==> src/rtl/jtag_host_pkg.sv <==
// jtag_host_pkg: shared types and TMS constants for the JTAG host driver.
//   cmd_type_t   : command opcode carried on cmd_type
//   host_state_t : driver sequencing states
//   *_HDR/TRL/RST: TMS bit patterns, LSB is the first TCK
package jtag_host_pkg;

  typedef enum logic [1:0] {
    CMD_DR   = 2'b00,
    CMD_IR   = 2'b01,
    CMD_RST  = 2'b10,
    CMD_IDLE = 2'b11
  } cmd_type_t;

  typedef enum logic [2:0] {
    IDLE,
    HDR,
    SHIFT,
    TRL,
    RSP
  } host_state_t;

  localparam logic [2:0] DR_HDR     = 3'b001;
  localparam int         DR_HDR_LEN = 3;
  localparam logic [3:0] IR_HDR     = 4'b0011;
  localparam int         IR_HDR_LEN = 4;
  localparam logic [1:0] TRL_TMS    = 2'b01;
  localparam int         TRL_LEN    = 2;
  localparam logic [5:0] RST_TMS    = 6'b011111;
  localparam int         RST_LEN    = 6;

  // Patterns are widened to 8 bits so a 3-bit counter indexes them cleanly.
  function automatic logic hdr_tms(cmd_type_t t, logic [2:0] idx);
    logic [7:0] v;
    case (t)
      CMD_IR:  v = 8'(IR_HDR);
      CMD_RST: v = 8'(RST_TMS);
      default: v = 8'(DR_HDR);
    endcase
    return v[idx];
  endfunction

  function automatic logic [2:0] hdr_last(cmd_type_t t);
    case (t)
      CMD_IR:  return 3'(IR_HDR_LEN - 1);
      CMD_RST: return 3'(RST_LEN - 1);
      default: return 3'(DR_HDR_LEN - 1);
    endcase
  endfunction

  function automatic logic trl_tms(logic [2:0] idx);
    logic [7:0] v;
    v = 8'(TRL_TMS);
    return v[idx];
  endfunction

endpackage

==> src/rtl/jtag_host_driver_tck_gen.sv <==
// jtag_tck_gen: TCK divider. While en is high, TCK runs with a period of
// 2*TCK_DIV clk cycles, low phase first; while en is low TCK sits low.
//   clk, TRST    : system clock, async active-low reset
//   en           : run TCK
//   tck_o        : generated TCK
//   tck_rise     : high in the cycle whose closing clk edge raises tck_o
//   tck_fall     : high in the cycle whose closing clk edge lowers tck_o
module jtag_tck_gen #(
  parameter int TCK_DIV = 2
) (
  input  logic clk,
  input  logic TRST,
  input  logic en,
  output logic tck_o,
  output logic tck_rise,
  output logic tck_fall
);

  localparam int            CW     = (TCK_DIV > 1) ? $clog2(TCK_DIV) : 1;
  localparam logic [CW-1:0] RELOAD = CW'(TCK_DIV - 1);

  logic [CW-1:0] cnt;

  assign tck_rise = en && (cnt == '0) && !tck_o;
  assign tck_fall = en && (cnt == '0) && tck_o;

  // Down-counter per half period; the idle value is the reload so the first
  // low phase after enable is a full TCK_DIV cycles.
  always_ff @(posedge clk or negedge TRST) begin
    if (!TRST) begin
      tck_o <= 1'b0;
      cnt   <= RELOAD;
    end else if (!en) begin
      tck_o <= 1'b0;
      cnt   <= RELOAD;
    end else if (cnt == '0) begin
      tck_o <= ~tck_o;
      cnt   <= RELOAD;
    end else begin
      cnt <= cnt - 1'b1;
    end
  end

endmodule

==> src/rtl/jtag_host_driver.sv <==
// jtag_host_driver: JTAG initiator. Takes DR/IR scan, TAP reset and idle
// commands over valid/ready, drives TCK/TMS/TDI and returns captured TDO.
//   clk, TRST                          : system clock, async active-low reset
//   cmd_valid/ready/type/len/data      : command channel
//   rsp_valid/ready/data               : response channel (captured TDO)
//   tck_o, tms_o, tdi_o, tdo_i         : JTAG pins
//
// state | meaning
// IDLE  | waiting for a command, cmd_ready high
// HDR   | TMS header walking the TAP into Shift-DR/IR, or the reset pattern
// SHIFT | shift bits (or idle clocks); TDO captured on shift-bit rises
// TRL   | TMS trailer back to Run-Test/Idle
// RSP   | rsp_valid held until rsp_ready
module jtag_host_driver
  import jtag_host_pkg::*;
#(
  parameter int MAX_LEN = 32,
  parameter int TCK_DIV = 2,
  parameter int LEN_W   = $clog2(MAX_LEN + 1)
) (
  input  logic               clk,
  input  logic               TRST,
  input  logic               cmd_valid,
  output logic               cmd_ready,
  input  logic [1:0]         cmd_type,
  input  logic [LEN_W-1:0]   cmd_len,
  input  logic [MAX_LEN-1:0] cmd_data,
  output logic               rsp_valid,
  input  logic               rsp_ready,
  output logic [MAX_LEN-1:0] rsp_data,
  output logic               tck_o,
  output logic               tms_o,
  output logic               tdi_o,
  input  logic               tdo_i
);

  localparam int IW = (MAX_LEN > 1) ? $clog2(MAX_LEN) : 1;

  host_state_t        state;
  cmd_type_t          ctype;
  logic [LEN_W-1:0]   last_idx;
  logic [LEN_W-1:0]   bidx;
  logic [LEN_W-1:0]   bidx_inc;
  logic [LEN_W-1:0]   scan_last;
  logic [2:0]         hcnt;
  logic [MAX_LEN-1:0] data_q;
  logic               tck_en;
  logic               tck_rise;
  logic               tck_fall;

  assign tck_en   = (state == HDR) || (state == SHIFT) || (state == TRL);
  assign bidx_inc = bidx + 1'b1;

  // Scan length 0 behaves as 1, anything above MAX_LEN is clamped.
  always_comb begin
    if (cmd_len == '0)
      scan_last = '0;
    else if (cmd_len > LEN_W'(MAX_LEN))
      scan_last = LEN_W'(MAX_LEN - 1);
    else
      scan_last = cmd_len - 1'b1;
  end

  jtag_tck_gen #(.TCK_DIV(TCK_DIV)) u_tck_gen (
    .clk      (clk),
    .TRST     (TRST),
    .en       (tck_en),
    .tck_o    (tck_o),
    .tck_rise (tck_rise),
    .tck_fall (tck_fall)
  );

  // TMS/TDI for the next TCK are loaded on the fall that ends the current one.
  always_ff @(posedge clk or negedge TRST) begin
    if (!TRST) begin
      state     <= IDLE;
      ctype     <= CMD_DR;
      last_idx  <= '0;
      bidx      <= '0;
      hcnt      <= '0;
      data_q    <= '0;
      rsp_data  <= '0;
      cmd_ready <= 1'b1;
      rsp_valid <= 1'b0;
      tms_o     <= 1'b1;
      tdi_o     <= 1'b0;
    end else begin
      case (state)
        IDLE: if (cmd_valid && cmd_ready) begin
          cmd_ready <= 1'b0;
          ctype     <= cmd_type_t'(cmd_type);
          data_q    <= cmd_data;
          rsp_data  <= '0;
          hcnt      <= '0;
          bidx      <= '0;
          tdi_o     <= 1'b0;
          if (cmd_type == CMD_IDLE) begin
            last_idx <= cmd_len - 1'b1;
            tms_o    <= 1'b0;
            if (cmd_len == '0) begin
              state     <= RSP;
              rsp_valid <= 1'b1;
            end else begin
              state <= SHIFT;
            end
          end else begin
            last_idx <= scan_last;
            tms_o    <= 1'b1;
            state    <= HDR;
          end
        end
        HDR: if (tck_fall) begin
          if (hcnt == hdr_last(ctype)) begin
            hcnt <= '0;
            if (ctype == CMD_RST) begin
              state     <= RSP;
              rsp_valid <= 1'b1;
            end else begin
              state <= SHIFT;
              tms_o <= (last_idx == '0);
              tdi_o <= data_q[0];
            end
          end else begin
            hcnt  <= hcnt + 1'b1;
            tms_o <= hdr_tms(ctype, hcnt + 1'b1);
          end
        end
        SHIFT: begin
          if (tck_rise && (ctype != CMD_IDLE))
            rsp_data[bidx[IW-1:0]] <= tdo_i;
          if (tck_fall) begin
            if (bidx == last_idx) begin
              tdi_o <= 1'b0;
              if (ctype == CMD_IDLE) begin
                state     <= RSP;
                rsp_valid <= 1'b1;
              end else begin
                state <= TRL;
                hcnt  <= '0;
                tms_o <= trl_tms(3'd0);
              end
            end else begin
              bidx  <= bidx_inc;
              tms_o <= (ctype != CMD_IDLE) && (bidx_inc == last_idx);
              tdi_o <= (ctype != CMD_IDLE) && data_q[bidx_inc[IW-1:0]];
            end
          end
        end
        TRL: if (tck_fall) begin
          if (hcnt == 3'(TRL_LEN - 1)) begin
            state     <= RSP;
            rsp_valid <= 1'b1;
          end else begin
            hcnt  <= hcnt + 1'b1;
            tms_o <= trl_tms(hcnt + 1'b1);
          end
        end
        RSP: if (rsp_ready) begin
          rsp_valid <= 1'b0;
          cmd_ready <= 1'b1;
          state     <= IDLE;
        end
        default: state <= IDLE;
      endcase
    end
  end

endmodule

==> config.mk <==
export PLATFORM = sky130hd
export DESIGN_NAME = jtag_host_driver
export DESIGN_NICKNAME = d
export VERILOG_FILES = /design/src/rtl/jtag_host_pkg.sv /design/src/rtl/jtag_host_driver_tck_gen.sv /design/src/rtl/jtag_host_driver.sv
export SDC_FILE = /design/constraint.sdc
export NUM_CORES = 1
export LEC_CHECK = 0
export BUFFER_PORTS_ARGS = -buffer_cell sky130_fd_sc_hd__buf_2
export CAP_MARGIN = 20
export CORE_MARGIN = 1
export CORE_UTILIZATION = 55
export DETAILED_ROUTE_END_ITERATION = 8
export PLACE_DENSITY_LB_ADDON = 0.2
export SYNTH_ARGS = -nofsm -noshare
export SYNTH_HDL_FRONTEND = slang
export SYNTH_SLANG_ARGS = --single-unit
==> constraint.sdc <==
create_clock -name clk -period 3.6 [get_ports clk]
set_input_delay 0.18 -clock clk [delete_from_list [all_inputs] [get_ports clk]]
set_output_delay 0.18 -clock clk [all_outputs]
set_load 0.01 [all_outputs]
==> impl.org, run 1 <==
** Placement
- After legalization and detailed placement, the total HPWL measured 8570 µm.
- Count of buffers from port buffering :: 81
- The congestion estimate from routability-driven global placement came to 0.845.
- Pre-CTS WS :: between 600 and 700 ps

** Synth
- Counting flops with an async set or reset pin after synthesis yields a share of 100%.
- Top_reg_cell synth :: dfrtp_1
- Largest cells by area after synthesis :: dfrtp_1, nand2_1, o21ai_0
- Counting every net in the synthesized netlist gives 620.
- In this run the biggest area consumer among cell types represents between 40% and 50% of the synthesized area.
- Counting flops with a built-in enable in the synthesized netlist gives 0.
- The synthesized design spends more area on one cell type than any other, namely dfrtp_1.
- Of the synthesized area, sequential elements account for 44.5%.
- Warnings from Yosys :: 0
- After synthesis the cells add up to a little over 0.005 mm².
- Number of synthesized register bits :: 90
- Yosys mapped the design onto 67 distinct sky130hd cell types.
- Most frequent cell after synthesis :: nand2_1
- Post-Synthesis Mean Instance Area :: between 9 and 10 µm²
- Leading post-synthesis cells by instance count :: nand2_1, dfrtp_1, o21ai_0
- Synthesized netlist cell count :: 562

** Routing
- The final layout contains routed wiring with a total length of 12,300 µm.
- Iteration count of the initial detailed-routing pass :: 7
- Using the TritonRoute via totals, the vias-per-cell ratio works out to 5.87.
- In the final routed layout, each cell accounts on average for approximately 16 µm.
- Once detail routing completed, the nets flagged for antenna violations numbered 0.
- Via count :: roughly 4,400
- In the routed design, unresolved DRC markers number 6.
- Number of DRC markers after the initial detailed-route iteration :: about 330

** Power
- Fraction of power spent switching nets :: around two fifths
- Sequential cells account for roughly two fifths of the total power.
- Maximum vdd drop :: 278 µV
- Part of the power in combinational logic :: a little under two fifths
- Power density relative to cell area :: approximately 540 mW/mm²
- Net switching power :: 1.27 mW
- The internal portion of the total power is approximately 1.9 mW.
- The analysis attributes to cell leakage a power of around 2.9 nW.
- The clock network accounts for around 21% of the total power.

** STA
- The final hold violation count came to 0.
- Worst setup margin :: around 700 ps
- Final Critical Period :: around 2900 ps
- In this run the tightest slew margin relative to its limit is 40.0%.
- Setup repair after global routing left no endpoint under its margin.
- Final period utilization :: between 80% and 90%
- The max-slew violation count came to 0.
- Transition time of the tightest slew-check pin :: 900 ps
- Setup violations remaining at the end of the flow were counted as 0.
- Worst Hold Margin :: 7.41 ps
- TNS Setup :: 0 ps
- For the final database, setup skew stands at approximately 14 ps.
- Timing would allow up to around 340 MHz.

** CTS
- Once the clock tree was built, the resizer swapped 0 gates to a different size.
- Number of levels the H-tree was split into :: 3
- CTS placed an instance of clkbuf_8 at the clock tree root.
- TritonCTS built the clock tree.
- After clock tree synthesis, the clock-pin slew on the worst setup and hold paths is about 90 ps.
- Source-to-sink clock delay at the later pin of the worst-skew pair :: roughly 370 ps
- The clock passes through at most 2 buffers.
- Number of post-CTS setup repair buffers :: 0
- Clock tree synthesis inserted a total of 9 buffers.
- Counting every sink on the clock net gives 90.
- Hold repair after CTS inserted 10 buffers.

** Floorplan
- Die X :: 98.0 µm
- In this run the vertical extent of the chip is ~100 µm.
- The initialized floorplan defines 34 standard-cell rows.
- Starting density of the core :: approximately 58%
- The core region is just under 0.009 mm².
- ~80 I/O pins were placed.
- The die covers around 0.0096 mm².

** Run status
- Result of the run :: complete, but fails checks
- The checks that failed: DRC.

** Final layout
- Final layout net count :: 695
- Ratio of cells with drive above 1 in the final layout :: between 10% and 20%
- Inserted Diodes :: 0
- Layout-stage area growth over the synthesis result :: 14.0%

** GRT
- Total track usage :: 27.2%
- Maximum number of pins on one net before global-route repair :: between 60 and 70
- The first global-routing pass estimated ~21,000 µm of wire.
- Number of antenna violations at the first check in global routing :: 0
- Summed over all layers, the global routing overflow is 0.
- The number of global-route vias before repair is approximately 4,400.

** Critical path
- The critical path in this run is classified as flip-flop to flip-flop.
- Data arrives at the worst endpoint at roughly 3200 ps.
- The worst setup path is captured at a flip-flop.
- Launching element type of the critical path :: flip-flop
- CP Data Required Time :: just under 4000 ps
- Worst setup slack for register-to-register paths :: ~700 ps
- In this run the worst path has a maximum fanout of 10.

** Worst hold path
- Worst hold path type :: input pin to flip-flop

** Flow run
- Max-cap violations in this run came to 0.
-- sequential cells by signal, summed over array words and instances (netlist names) --
register and count:
bidx 6, cmd_ready 1, ctype 2, data_q 32, hcnt 3, last_idx 6
rsp_data 32, rsp_valid 1, state 3, tdi_o 1, tms_o 1, u_tck_gen.cnt 1
u_tck_gen.tck_o 1
-- power by group through the flow --
stage          registers [mW]  clock network, mW  logic, mW
2_1_floorplan            1.24                  0      0.973
3_3_place_gp             1.32                  0       1.13
3_5_place_dp             1.32                  0       1.17
4_1_cts                  1.30              0.659       1.19
5_1_grt                  1.33              0.709       1.31
6_report                 1.31              0.649       1.20
-- worst paths after layout --
path                              start  cells past startpoint    endpoint
min in group asynchronous          TRST                      2     hcnt[1]
max reg2reg                     bidx[0]                      7       tdi_o
max                             bidx[0]                      7       tdi_o
min reg2reg                  data_q[20]                      2  data_q[20]
min                        cmd_data[17]                      3  data_q[17]
max in group asynchronous          TRST                      3   data_q[7]
-- cell usage in the layout (no fill, tap or decap), types with 2 or more instances in the layout --
cell type,n
a2111oi_0,2
a211oi_1,3
a21oi_1,34
a21oi_2,2
a22o_1,8
and2_1,9
and3_1,5
buf_2,80
buf_4,6
clkbuf_8,9
clkinv_4,3
dfrtp_1,87
dfstp_2,3
dlygate4sd3_1,10
ha_1,13
inv_1,13
mux2_2,4
mux2i_1,5
mux4_1,5
mux4_2,3
nand2_1,136
nand2b_1,9
nand3_1,7
nand4_1,6
nor2_1,27
nor2b_1,7
nor3_1,8
nor4_1,2
o21ai_0,42
o21ai_1,31
o31a_1,2
o31ai_1,5
or2_1,2
or3_1,2
xnor2_1,13
xor2_1,4
-- per-layer routing --
layer | part of all wire (%) | vias to the layer above | GRT usage [%] | wire, µm
met5 | 0 | - | 0 | 0
met2 | 49 | 142 | 44.8 | 6090
met1 | 44 | 2130 | 36.5 | 5380
met3 | 4.8 | 26 | 3.44 | 589
met4 | 2.1 | 0 | 11.4 | 263
li1 | - | 2107 | - | -
-- critical path, cell delays in order (launching register included) --
cell       delay (ps)
dfrtp_1           520
inv_1             210
ha_1              660
mux4_2            570
and2_1            170
a2111oi_1         390
nor3_1            110
a21o_1            170
-- final cells by class --
type | count | area [µm²]
clock inverters | 6 | 51.3
clock buffers | 10 | 128
inverters | 13 | 48.8
flip-flops and latches | 90 | 2260
well taps | 108 | 135
fillers | 739 | 3020
multi-input cells | 427 | 2620
repair buffers | 96 | 546
-- metrics by stage --
step / instances / util (%) / area (µm²) / total power [mW]
4_1_cts: 750 / 65.7 / 5780 / 3.15
3_5_place_dp: 724 / 62.5 / 5510 / 2.49
2_1_floorplan: 562 / - / 5070 / 2.21
5_1_grt: 750 / 65.7 / 5780 / 3.35
6_report: 750 / 65.7 / 5780 / 3.15
3_3_place_gp: 724 / 62.5 / 5510 / 2.44
-- cell families after synthesis --
group / synth area share [%]
and+or+nand+nor: 21.3
AOI/OAI and AO/OA: 17.6
DFF: 44.5
buffers and inverters: 3.87
xor gates and xnor gates: 3.48
muxes: 6.02
adders and majority gates: 3.21
Note: power is estimated with default switching activity, not from simulation.
==> run 2: changes to the inputs <==
CORE_UTILIZATION = 51   (was 55)
clock period = 2.5 ns   (was 3.6 ns; I/O delays follow)
==> run 2 against run 1 <==
Effect of this change:
- the run now ends clean
- clock power increased by 69%
- global-route usage decreased by 1.2 points
- fmax increased by 22%
- utilization decreased by 1.7 points
- clock skew decreased by 1.8 ps
- largest cell class unchanged
==> impl.org, run 2 (synthesized netlist as in run 1, its figures left out) <==
** Run status
- Result of the run: completed (was complete, but fails checks).

** STA
- Fin. Hold Viols :: 0 (unchanged)
- RSZ-0062 raised after global routing: no (unchanged).
- Relative max-transition margin :: 58.0% (was 40.0%)
- The part of the cycle the worst path needs was 95.0% (was 80.7%).
- Number of setup violations in the final report :: 0 (unchanged)
- The max-slew violation count is 0 (unchanged).
- TNS Setup :: 0 ps (unchanged)
- The worst-case clock skew is 12.3 ps (was 14.1 ps).
- FMAX :: 421 MHz (was 344 MHz)
- The transition time at the pin with the least slew margin is 630 ps (was 900 ps).
- Worst Hold Margin :: 29.6 ps (was 7.41 ps)
- The minimum clock period after layout is 2370 ps (was 2910 ps).

** Power
- Proportion of power drawn by the clock network :: 22.9% (was 20.6%)
- Sequential power share :: 36.5% (was 41.4%)
- The cell leakage power was 3.06 nW (was 2.88 nW).
- The switching power share of the total was 37.7% (was 40.3%).
- Cell internal pwr :: 3.00 mW (was 1.88 mW)
- Power density relative to cell area :: 777 mW/mm² (was 545 mW/mm²)
- The net load switching power is 1.82 mW (was 1.27 mW).
- Part of the power in combinational logic :: 40.6% (was 38.0%)
- The maximum resistive drop on vdd came to 473 µV (was 278 µV).

** CTS
- CTS root buffer :: clkbuf_8 (unchanged)
- Total clock buffers created by CTS :: 9 (unchanged)
- Clock transition time at the flip-flop clock pins of the worst setup and hold paths :: 90 ps (about the same)
- The number of clock sinks seen by CTS was 90 (unchanged).
- The number of setup buffers added after CTS is 0 (unchanged).
- The clock tree from TritonCTS is done (unchanged).
- CTS max path bufs :: 2 (unchanged)
- Number of levels the H-tree was split into :: 3 (unchanged)
- The source-to-sink clock delay at the later pin of the worst-skew pair was 360 ps (was 370 ps).

** Placement
- The number of buffers added on ports was 81 (unchanged).
- HPWL Detailed :: 8480 µm (was 8570 µm)
- Routability congestion estimate from global placement :: 0.822 (was 0.845)
- The number of placed cells counting well taps is 761 (was 724).
- Area post-placement :: 0.00564 mm² (was 0.00551 mm²)

** Routing
- The routed wire length is 12,600 µm (was 12,300 µm).
- The total met2 wirelength after detailed routing came to 6170 µm (was 6090 µm).
- The detailed router's first-iteration violation count was 296 (was 325).
- The highest routed metal layer was met4 (unchanged).
- The detailed-router iteration count before antenna repair came to 5 (was 7).
- The number of nets with antenna violations after routing was 0 (unchanged).
- DRC violations left :: 0 (was 6)
- Vias per inst :: 5.61 (was 5.87)
- Via count :: 4,544 (was 4,405)
- Routed len/inst :: 15.6 µm (was 16.4 µm)
- The routed length on met1 is 5600 µm (was 5380 µm).
- The met3 wire length was 723 µm (was 589 µm).

** Final layout
- The number of fill cells in the layout is 818 (was 739).
- The final standard cell utilization of the core was 64.0% (was 65.7%).
- Leading cell type in the layout, fill and taps excluded :: nand2_1 (unchanged)
- Largest regs :: data_q x32, rsp_data x32 (unchanged)
- Post-Layout Inst Area :: 0.00620 mm² (was 0.00578 mm²)
- The post-synthesis to final-layout area growth is 22.2% (was 14.0%).
- Inserted Diodes :: 0 (unchanged)
- Final layout net count :: 731 (was 695)
- Commonest non-fill, non-tap cells in the layout: nand2_1, dfrtp_1, buf_2, o21ai_0 (was nand2_1, dfrtp_1, buf_2, o21ai_0, a21oi_1).
- Ratio of cells with drive above 1 in the final layout :: 20.2% (was 19.3%)
- The final cell count without fillers was 810 (was 750).

** Flow run
- Maxcap violations :: 0 (unchanged)

** Floorplan
- Starting density of the core :: 52.4% (was 57.6%)
- The number of standard-cell rows in the floorplan came to 36 (was 34).
- The full die area came to 0.0103 mm² (was 0.00961 mm²).
- The number of I/O pins was 82 (unchanged).
- Core footprint :: 0.00968 mm² (was 0.00881 mm²)
- The die span in y is 102 µm (was 98.0 µm).
- The horizontal extent of the die was 102 µm (was 98.0 µm).

** Worst hold path
- The class of the tightest hold or removal check is input pin to flip-flop (unchanged).
- Startpoint of the most critical hold path :: cmd_type[0] (was cmd_data[17])

** Critical path
- The critical path startpoint category was a flip-flop (unchanged).
- The required time at the endpoint of the critical path is 2750 ps (was 3860 ps).
- The launch point of the critical path is bidx[0] (unchanged).
- The signal arrival time at the worst endpoint was 2620 ps (was 3170 ps).
- The element type at the critical path end was a flip-flop (unchanged).
- The maximum net fanout on the critical path came to 8 (was 10).
- Start of the worst register-to-register path :: bidx[0] (unchanged)
- WS Path Type :: flip-flop to flip-flop (unchanged)

** GRT
- The wire length of the first global-routing pass was 20,800 µm (was 20,900 µm).
- Total track usage :: 26.0% (was 27.2%)
- Number of antenna violations at the first check in global routing :: 0 (unchanged)
- The number of global-route vias before repair came to 4,263 (was 4,415).
- The maximum number of pins on one net before global-route repair is 47 (was 69).
- The total congestion overflow is 0 (unchanged).
run 2: area by class of cell:
type                       instances  area [µm²]  area share, %
sequential                        90        2260           36.4
tap                              133         166           2.69
multi-input combinational        427        2620           42.3
clock inverter                     6        90.1           1.45
inverter                          13        48.8          0.788
clock buffer                       9         124           2.00
timing repair buffer             132         888           14.3
run 2: worst paths after layout:
check | slack (ps) | cells after the start | end
setup / recovery | 130 | 8 | tdi_o
hold / removal | 30 | 3 | ctype[0]
setup reg to reg | 130 | 8 | tdi_o
hold reg to reg | 480 | 2 | data_q[17]
max in group asynchronous | 1470 | 3 | u_tck_gen.cnt
min in group asynchronous | 320 | 2 | rsp_valid
run 2: through the flow:
step / worst slack, ps / power, mW
2_1_floorplan: 111 / 3.19
3_3_place_gp: 55.7 / 3.63
3_5_place_dp: 26.1 / 3.67
4_1_cts: 13.9 / 4.82
5_1_grt: 19.7 / 5.13
6_report: 125 / 4.82
run 2: power groups by stage:
stage	clock [mW]	sequential, mW	combinational, mW
final	1.10	1.76	1.95
after floorplan	0	1.79	1.40
after CTS	1.12	1.76	1.93
after global routing	1.18	1.78	2.17
after global placement	0	1.78	1.85
after detailed placement	0	1.79	1.89
run 2: what timing repair did:
action | in CTS | in global routing
hold buffers | 34 | 0
setup endpoints to repair | 0 | 1
endpoints found under the hold margin | 77 | 0
resized for setup | 0 | 1
run 2: per-layer routing:
metal / GRT usage, % / up-vias
met2: 42.3 / 151
met1: 36.2 / 2207
li1: - / 2170
met4: 6.80 / 0
met5: 0 / -
met3: 4.42 / 16
run 2: worst max-delay path, cell delays in order, from the launching register on:
cell and delay [ps]:
dfrtp_1 400, buf_4 170, ha_1 270, xor2_4 290, mux4_2 340, and2_1 160
a2111oi_0 380, nor3_1 100, a21o_1 170
